**src/rtl/spi_sniff_pkg.sv**
```systemverilog
// Shared types and constants for the passive SPI byte sniffer.
package spi_sniff_pkg;

  typedef enum logic {
    IDLE   = 1'b0,
    ACTIVE = 1'b1
  } state_e;

  localparam int         BYTE_W        = 8;
  localparam logic [7:0] FRAME_CNT_MAX = 8'hFF;

  // Synchronizer reset levels: chip select idles deasserted, data lines low.
  localparam logic CS_N_RST = 1'b1;
  localparam logic MOSI_RST = 1'b0;
  localparam logic MISO_RST = 1'b0;

  // Packs the per-bit synchronizer reset vector in the order {sclk, cs_n, mosi, miso}.
  // SCLK resets to its idle level so no spurious edge is seen after reset.
  function automatic logic [3:0] sync_rst_val(input logic cpol);
    return {cpol, CS_N_RST, MOSI_RST, MISO_RST};
  endfunction

endpackage

```
**src/rtl/spi_byte_sniffer_if.sv**
```systemverilog
// Raw SPI bus as seen by the sniffer; the sniffer only ever listens.
interface spi_byte_sniffer_if;
  logic sclk;
  logic cs_n;
  logic mosi;
  logic miso;

  modport master (output sclk, output cs_n, output mosi, output miso);
  modport slave  (input  sclk, input  cs_n, input  mosi, input  miso);
endinterface

```
**src/rtl/spi_sniff_sync.sv**
```systemverilog
// Multi-bit two-flop synchronizer; each bit resets to its own value.
module spi_sniff_sync #(
  parameter int             W       = 4,
  parameter logic [W-1:0]   RST_VAL = '0
) (
  input  logic         clk,
  input  logic         rst,
  input  logic [W-1:0] d_i,
  output logic [W-1:0] q_o
);

  generate
    for (genvar gi = 0; gi < W; gi++) begin : g_bit
      logic meta_q, meta_d;
      logic sync_q, sync_d;

      // Advance the raw bit one stage per clock.
      always_comb begin
        meta_d = d_i[gi];
        sync_d = meta_q;
      end

      // Two flop stages with a per-bit reset level.
      always_ff @(posedge clk) begin
        if (rst) begin
          meta_q <= RST_VAL[gi];
          sync_q <= RST_VAL[gi];
        end else begin
          meta_q <= meta_d;
          sync_q <= sync_d;
        end
      end

      assign q_o[gi] = sync_q;
    end
  endgenerate

endmodule

```
**src/rtl/spi_byte_sniffer.sv**
```systemverilog
// Passive SPI monitor: oversamples the bus and reassembles MOSI/MISO bytes.
module spi_byte_sniffer
  import spi_sniff_pkg::*;
#(
  parameter bit CPOL      = 1'b0,
  parameter bit CPHA      = 1'b0,
  parameter bit MSB_FIRST = 1'b1
) (
  input  logic                clk,
  input  logic                rst,
  spi_byte_sniffer_if.slave   spi,
  output logic [BYTE_W-1:0]   mosibyte_o,
  output logic [BYTE_W-1:0]   misobyte_o,
  output logic                byte_valid_o,
  output logic [7:0]          frame_bytes_o,
  output logic                frame_err_o
);

  // Modes 0 and 3 sample on rising SCLK; modes 1 and 2 on falling.
  localparam bit SAMPLE_RISE = (CPOL == CPHA);

  logic [3:0] sync_s;
  logic       sclk_s, cs_n_s, mosi_s, miso_s;

  spi_sniff_sync #(
    .W       (4),
    .RST_VAL (sync_rst_val(CPOL))
  ) u_sync (
    .clk (clk),
    .rst (rst),
    .d_i ({spi.sclk, spi.cs_n, spi.mosi, spi.miso}),
    .q_o (sync_s)
  );

  assign {sclk_s, cs_n_s, mosi_s, miso_s} = sync_s;

  logic              sclk_q, sclk_d;
  logic              cs_n_q, cs_n_d;
  state_e            state_q, state_d;
  logic [2:0]        bit_cnt_q, bit_cnt_d;
  logic [BYTE_W-1:0] mosi_sh_q, mosi_sh_d;
  logic [BYTE_W-1:0] miso_sh_q, miso_sh_d;
  logic              done_q, done_d;
  logic [BYTE_W-1:0] mosibyte_q, mosibyte_d;
  logic [BYTE_W-1:0] misobyte_q, misobyte_d;
  logic              valid_q, valid_d;
  logic [7:0]        frame_q, frame_d;
  logic              err_q, err_d;

  logic sclk_rise, sclk_fall, cs_fall, cs_rise, sample;

  // Edge detection against the delayed copies of synchronized SCLK and CS_N.
  always_comb begin
    sclk_d    = sclk_s;
    cs_n_d    = cs_n_s;
    sclk_rise = sclk_s & ~sclk_q;
    sclk_fall = ~sclk_s & sclk_q;
    cs_fall   = cs_n_q & ~cs_n_s;
    cs_rise   = ~cs_n_q & cs_n_s;
    // A sample edge coinciding with CS release is dropped by the cs_n_s gate.
    sample    = (SAMPLE_RISE ? sclk_rise : sclk_fall) & ~cs_n_s & (state_q == ACTIVE);
  end

  // Framing FSM, shifters and output register next-state logic.
  always_comb begin
    state_d    = state_q;
    bit_cnt_d  = bit_cnt_q;
    mosi_sh_d  = mosi_sh_q;
    miso_sh_d  = miso_sh_q;
    done_d     = 1'b0;
    mosibyte_d = mosibyte_q;
    misobyte_d = misobyte_q;
    valid_d    = 1'b0;
    frame_d    = frame_q;
    err_d      = 1'b0;

    // Shifters hold the complete byte one cycle after the 8th sample; publish it.
    if (done_q) begin
      mosibyte_d = mosi_sh_q;
      misobyte_d = miso_sh_q;
      valid_d    = 1'b1;
      if (frame_q != FRAME_CNT_MAX) frame_d = frame_q + 8'd1;
    end

    case (state_q)
      IDLE: begin
        if (cs_fall) begin
          state_d   = ACTIVE;
          bit_cnt_d = 3'd0;
          mosi_sh_d = '0;
          miso_sh_d = '0;
          frame_d   = 8'd0;
        end
      end
      ACTIVE: begin
        if (cs_rise) begin
          state_d   = IDLE;
          // A frame ending mid-byte is flagged; the partial byte never reaches the outputs.
          err_d     = (bit_cnt_q != 3'd0);
          bit_cnt_d = 3'd0;
        end else if (sample) begin
          if (MSB_FIRST) begin
            mosi_sh_d = {mosi_sh_q[BYTE_W-2:0], mosi_s};
            miso_sh_d = {miso_sh_q[BYTE_W-2:0], miso_s};
          end else begin
            mosi_sh_d = {mosi_s, mosi_sh_q[BYTE_W-1:1]};
            miso_sh_d = {miso_s, miso_sh_q[BYTE_W-1:1]};
          end
          bit_cnt_d = bit_cnt_q + 3'd1;
          done_d    = (bit_cnt_q == 3'd7);
        end
      end
      default: state_d = IDLE;
    endcase
  end

  // State registers; reset aborts any byte in flight without a pulse.
  always_ff @(posedge clk) begin
    if (rst) begin
      sclk_q     <= CPOL;
      cs_n_q     <= CS_N_RST;
      state_q    <= IDLE;
      bit_cnt_q  <= 3'd0;
      mosi_sh_q  <= '0;
      miso_sh_q  <= '0;
      done_q     <= 1'b0;
      mosibyte_q <= '0;
      misobyte_q <= '0;
      valid_q    <= 1'b0;
      frame_q    <= 8'd0;
      err_q      <= 1'b0;
    end else begin
      sclk_q     <= sclk_d;
      cs_n_q     <= cs_n_d;
      state_q    <= state_d;
      bit_cnt_q  <= bit_cnt_d;
      mosi_sh_q  <= mosi_sh_d;
      miso_sh_q  <= miso_sh_d;
      done_q     <= done_d;
      mosibyte_q <= mosibyte_d;
      misobyte_q <= misobyte_d;
      valid_q    <= valid_d;
      frame_q    <= frame_d;
      err_q      <= err_d;
    end
  end

  assign mosibyte_o    = mosibyte_q;
  assign misobyte_o    = misobyte_q;
  assign byte_valid_o  = valid_q;
  assign frame_bytes_o = frame_q;
  assign frame_err_o   = err_q;

endmodule

```
**src/flat_wrapper.sv**
```systemverilog
// flat-port wrapper written by rule: the top's interface ports become plain ports
module spi_byte_sniffer_flat import spi_sniff_pkg::*;
#(
  parameter bit CPOL      = 1'b0,
  parameter bit CPHA      = 1'b0,
  parameter bit MSB_FIRST = 1'b1
)
  (clk, rst, mosibyte_o, misobyte_o, byte_valid_o, frame_bytes_o, frame_err_o, spi_sclk, spi_cs_n, spi_mosi, spi_miso);
  spi_byte_sniffer_if spi_i ();
  input  logic clk;
  input  logic rst;
  output logic [BYTE_W-1:0] mosibyte_o;
  output logic [BYTE_W-1:0] misobyte_o;
  output logic byte_valid_o;
  output logic [7:0] frame_bytes_o;
  output logic frame_err_o;
  input wire logic [$bits(spi_i.sclk)-1:0] spi_sclk;
  input wire logic [$bits(spi_i.cs_n)-1:0] spi_cs_n;
  input wire logic [$bits(spi_i.mosi)-1:0] spi_mosi;
  input wire logic [$bits(spi_i.miso)-1:0] spi_miso;
  assign spi_i.sclk = spi_sclk;
  assign spi_i.cs_n = spi_cs_n;
  assign spi_i.mosi = spi_mosi;
  assign spi_i.miso = spi_miso;
  spi_byte_sniffer #(.CPOL(CPOL), .CPHA(CPHA), .MSB_FIRST(MSB_FIRST)) u_core (.clk(clk), .rst(rst), .spi(spi_i), .mosibyte_o(mosibyte_o), .misobyte_o(misobyte_o), .byte_valid_o(byte_valid_o), .frame_bytes_o(frame_bytes_o), .frame_err_o(frame_err_o));
endmodule
```
**config.mk**
```make
export PLATFORM = sky130hd
export DESIGN_NAME = spi_byte_sniffer_flat
export DESIGN_NICKNAME = d
export VERILOG_FILES = /design/src/rtl/spi_sniff_pkg.sv /design/src/rtl/spi_byte_sniffer_if.sv /design/src/rtl/spi_sniff_sync.sv /design/src/rtl/spi_byte_sniffer.sv /design/src/flat_wrapper.sv
export SDC_FILE = /design/constraint.sdc
export NUM_CORES = 1
export LEC_CHECK = 0
export BUFFER_PORTS_ARGS = -buffer_cell sky130_fd_sc_hd__buf_2
export CAP_MARGIN = 20
export CORE_MARGIN = 2
export CORE_UTILIZATION = 50
export CTS_CLUSTER_SIZE = 8
export DETAILED_ROUTE_END_ITERATION = 6
export PLACE_DENSITY = 0.81
export SYNTH_ARGS = -nofsm -noshare
export SYNTH_HDL_FRONTEND = slang
export SYNTH_SLANG_ARGS = --single-unit
export TNS_END_PERCENT = 20
```
**constraint.sdc**
```tcl
create_clock -name clk -period 3.2 [get_ports clk]
set_clock_uncertainty 0.15 [all_clocks]
set_input_delay 0 -clock clk [delete_from_list [all_inputs] [get_ports clk]]
set_output_delay 0 -clock clk [all_outputs]
set_load 0.01 [all_outputs]
```
==> results_dict.tcl <==
set metrics [dict create \
    timing.critical_path.from_type "flip-flop" \
    post-route-period-util 0.547 \
    timing.critical_path.from "u_core.state_q" \
    fill_cells 321 \
    gp_congestion 0.780 \
    cp-endpoint "u_core.done_q" \
    antenna_cells_inserted 0 \
    numPlacedInstances 260 \
    ys_ff_latch 57 \
    io_buffer_count 31 \
    cts_htree_levels 3 \
    core.rowCount 23 \
    avg_cell_area_syn_um2 10.8 \
    num-nets-final 235 \
    max_cap_viol_count 0 \
    grt_antenna_before_repair 0 \
    cts-buffers-inserted 9 \
    die-area_mm2 0.00457 \
    detailroute.via_count 1433 \
    final_common_cell "sky130_fd_sc_hd__dfxtp_1" \
    starting_utilization_of_the_core_area 0.513 \
    tritoncts "done" \
    clock_path_buffers 2 \
    postLayoutCoreUtil 0.607 \
    syn_to_final_growth_pct 18.3 \
    final_cell_mix "sky130_fd_sc_hd__dfxtp_1, sky130_fd_sc_hd__buf_2, sky130_fd_sc_hd__nor2_1, sky130_fd_sc_hd__mux2i_1, sky130_fd_sc_hd__a22o_1" \
    dpl.hpwl_um 2170 \
    root_buffer "sky130_fd_sc_hd__clkbuf_8" \
    reg2reg_depth 4 \
    first_global_vias 1255 \
    dr.pass1.iters 4 \
    fin_setup_tns_ns 0 \
    post_synthesis_instance_area_mm2 0.00202 \
    grt_overflow 0 \
    die_ht_um 67.6 \
    fmaxAchievable_mhz 571 \
    worstMarginPinSlew_ns 0.633 \
    r2r_startpoint "u_core.state_q" \
    grt_start_max_net_pins 36 \
    required_ns 3.32 \
    io_pins 32 \
    worstSetupPathType "reg2reg" \
    detailedRoute.firstIterationViolations 64 \
    final_antenna_net_count 0 \
    finalSetupViolations 0 \
    regToRegEndpoint "u_core.done_q" \
    final.hold.worst_slack_ns 0.0214 \
    p_leak_nw 0.991 \
    ys_warn_count 0 \
    drc 0 \
    min_path_type "in2reg" \
    clkLatencyLatePin_ns 0.32 \
    critical_path.endpoint_type "flip-flop" \
    wire_length_of_the_first_global_routing_pass_um 5380 \
    run_status "completed" \
    clkSlewWorstSetupHoldPaths_ns 0.06 \
    die_width_um 67.6 \
    globalRouteTotalUtil 0.159 \
    cts_resized 0 \
    route.final.wire_length_um 3350 \
    placeableCoreArea_mm2 0.00394 \
    power.ir.vdd_worst_uv 226 \
    slew-limit-headroom 0.577 \
    finalMaxSlewViolations 0 \
    syn-num-nets 197 \
    finalHoldViolations 0 \
    post_route_cells_drive_above_1_share 0.214 \
    postCtsSetupBuffers 0 \
    post_layout_nonfiller_instances 279 \
    route.detailed.vias_per_inst 5.14 \
    min-delay-start "rst" \
    wl_per_cell_um 12.0 \
    library_cells_used_by_synthesis 33 \
    clkSinkCount 57 \
    crit_path_max_fanout 17 \
    power.density_cell_area_mw_per_mm2 541 \
    timing.final.crit_period_ns 1.75 \
    ff2ff_setup_slack_ns 1.45 \
    yosysSeqAreaShare 0.564 \
    synthCells 187 \
    grt_setup_unrepaired "false" \
    worst_ep_arrival_time_ns 1.87 \
]
[sequential cells by signal, indices dropped and copies added, names as in the netlist, 3 cells and up]
register and cells:
u_core.misobyte_o 8, u_core.u_sync.g_bit.meta_q 4, u_core.mosi_sh_q 8, u_core.mosibyte_o 8
u_core.bit_cnt_q 3, u_core.u_sync.g_bit.sync_q 4, u_core.frame_bytes_o 8, u_core.miso_sh_q 8
[critical path: stages, from the launching register on]
cell and delay, ns:
sky130_fd_sc_hd__dfxtp_1 0.42, sky130_fd_sc_hd__nand2b_1 0.12, sky130_fd_sc_hd__nor3b_2 0.28, sky130_fd_sc_hd__and2b_1 0.50
sky130_fd_sc_hd__and3_1 0.23
[metal layers]
layer  GRT usage  share of wire  up-vias
met4      0.0663          0.018        0
met2       0.229           0.45       32
met3      0.0817          0.044       11
met1       0.199           0.48      659
li1            -              -      731
met5           0              0        -
[timing repair]
action                                 4_1_cts  5_1_grt
endpoints found under the hold margin        4        0
hold buffers                                 4        0
setup endpoints to repair                    0        0
[worst min path at each step]
stage                                         end  slack (ns)  depth (start not counted)
global route                 u_core.misobyte_o[1]        0.04                          2
global placement    u_core.u_sync.g_bit[2].meta_q        0.03                          2
floorplan           u_core.u_sync.g_bit[0].meta_q       -0.08                          1
detailed placement  u_core.u_sync.g_bit[2].meta_q        0.03                          2
CTS                          u_core.mosibyte_o[6]       0.008                          2
finish                       u_core.mosibyte_o[7]        0.02                          2
[cell families (layout without fill, tap and decap cells)]
group,Yosys count,count (layout),synth area share
adders and majority gates,4,4,0.0247
DFF,57,57,0.564
muxes,19,19,0.0939
buffers and inverters,12,54,0.0340
AOI/OAI and AO/OA,29,29,0.112
xor gates and xnor gates,2,2,0.00865
and+or+nand+nor,64,64,0.163
[per-stage QoR]
| stage | area (um^2) | power, mW | worst slack [ns] |
|---|---|---|---|
| 2_1_floorplan | 2020 | 0.753 | 1.65 |
| 3_3_place_gp | 2190 | 0.758 | 1.51 |
| 3_5_place_dp | 2190 | 0.759 | 1.48 |
| 4_1_cts | 2390 | 1.31 | 1.46 |
| 5_1_grt | 2390 | 1.35 | 1.30 |
| 6_report | 2390 | 1.30 | 1.45 |
[where the power goes]
part | leakage, nW | switching, mW | total [mW] | internal, mW
Combinational | 0.448 | 0.0161 | 0.0281 | 0.0121
Clock | 0.0822 | 0.253 | 0.548 | 0.295
Sequential | 0.461 | 0.00340 | 0.719 | 0.716
Total | 0.991 | 0.273 | 1.30 | 1.02
[synthesized netlist by cell type]
cell,number,area share
sky130_fd_sc_hd__nand4_1,2,0.0062
sky130_fd_sc_hd__a21oi_1,3,0.0074
sky130_fd_sc_hd__dfxtp_1,57,0.56
sky130_fd_sc_hd__nand3_1,3,0.0074
sky130_fd_sc_hd__o221ai_1,1,0.0043
sky130_fd_sc_hd__o21ba_1,1,0.0049
sky130_fd_sc_hd__nor4bb_1,1,0.0049
sky130_fd_sc_hd__a22oi_1,2,0.0074
sky130_fd_sc_hd__and4_1,1,0.0043
sky130_fd_sc_hd__nand2b_1,3,0.0093
sky130_fd_sc_hd__nor2b_1,10,0.031
sky130_fd_sc_hd__buf_6,1,0.0056
sky130_fd_sc_hd__nand2_1,3,0.0056
sky130_fd_sc_hd__o21bai_1,1,0.0037
sky130_fd_sc_hd__or2_2,3,0.0093
sky130_fd_sc_hd__and2b_1,1,0.0037
sky130_fd_sc_hd__and3_1,1,0.0031
sky130_fd_sc_hd__ha_1,4,0.025
sky130_fd_sc_hd__a41oi_1,1,0.0043
sky130_fd_sc_hd__buf_2,4,0.0099
sky130_fd_sc_hd__nor3b_1,1,0.0037
sky130_fd_sc_hd__inv_1,3,0.0056
sky130_fd_sc_hd__buf_8,1,0.0074
sky130_fd_sc_hd__a22o_1,16,0.069
sky130_fd_sc_hd__nor3_1,4,0.0099
sky130_fd_sc_hd__o21ai_0,3,0.0074
sky130_fd_sc_hd__nor3b_2,1,0.0062
sky130_fd_sc_hd__mux2i_1,19,0.094
sky130_fd_sc_hd__xor2_1,2,0.0087
sky130_fd_sc_hd__clkbuf_1,3,0.0056
sky130_fd_sc_hd__a211oi_1,1,0.0037
sky130_fd_sc_hd__nor4b_1,1,0.0043
sky130_fd_sc_hd__nor2_1,29,0.054
[final cells by class]
type / count / area [um^2] / area share
sequential: 57 / 1140 / 0.476
multi-input combinational: 118 / 815 / 0.340
timing repair buffer: 36 / 203 / 0.0846
clock buffer: 12 / 145 / 0.0606
tap: 50 / 62.6 / 0.0261
clock inverter: 3 / 17.5 / 0.00731
inverter: 3 / 11.3 / 0.00470
(Power assumes the default switching activity.)
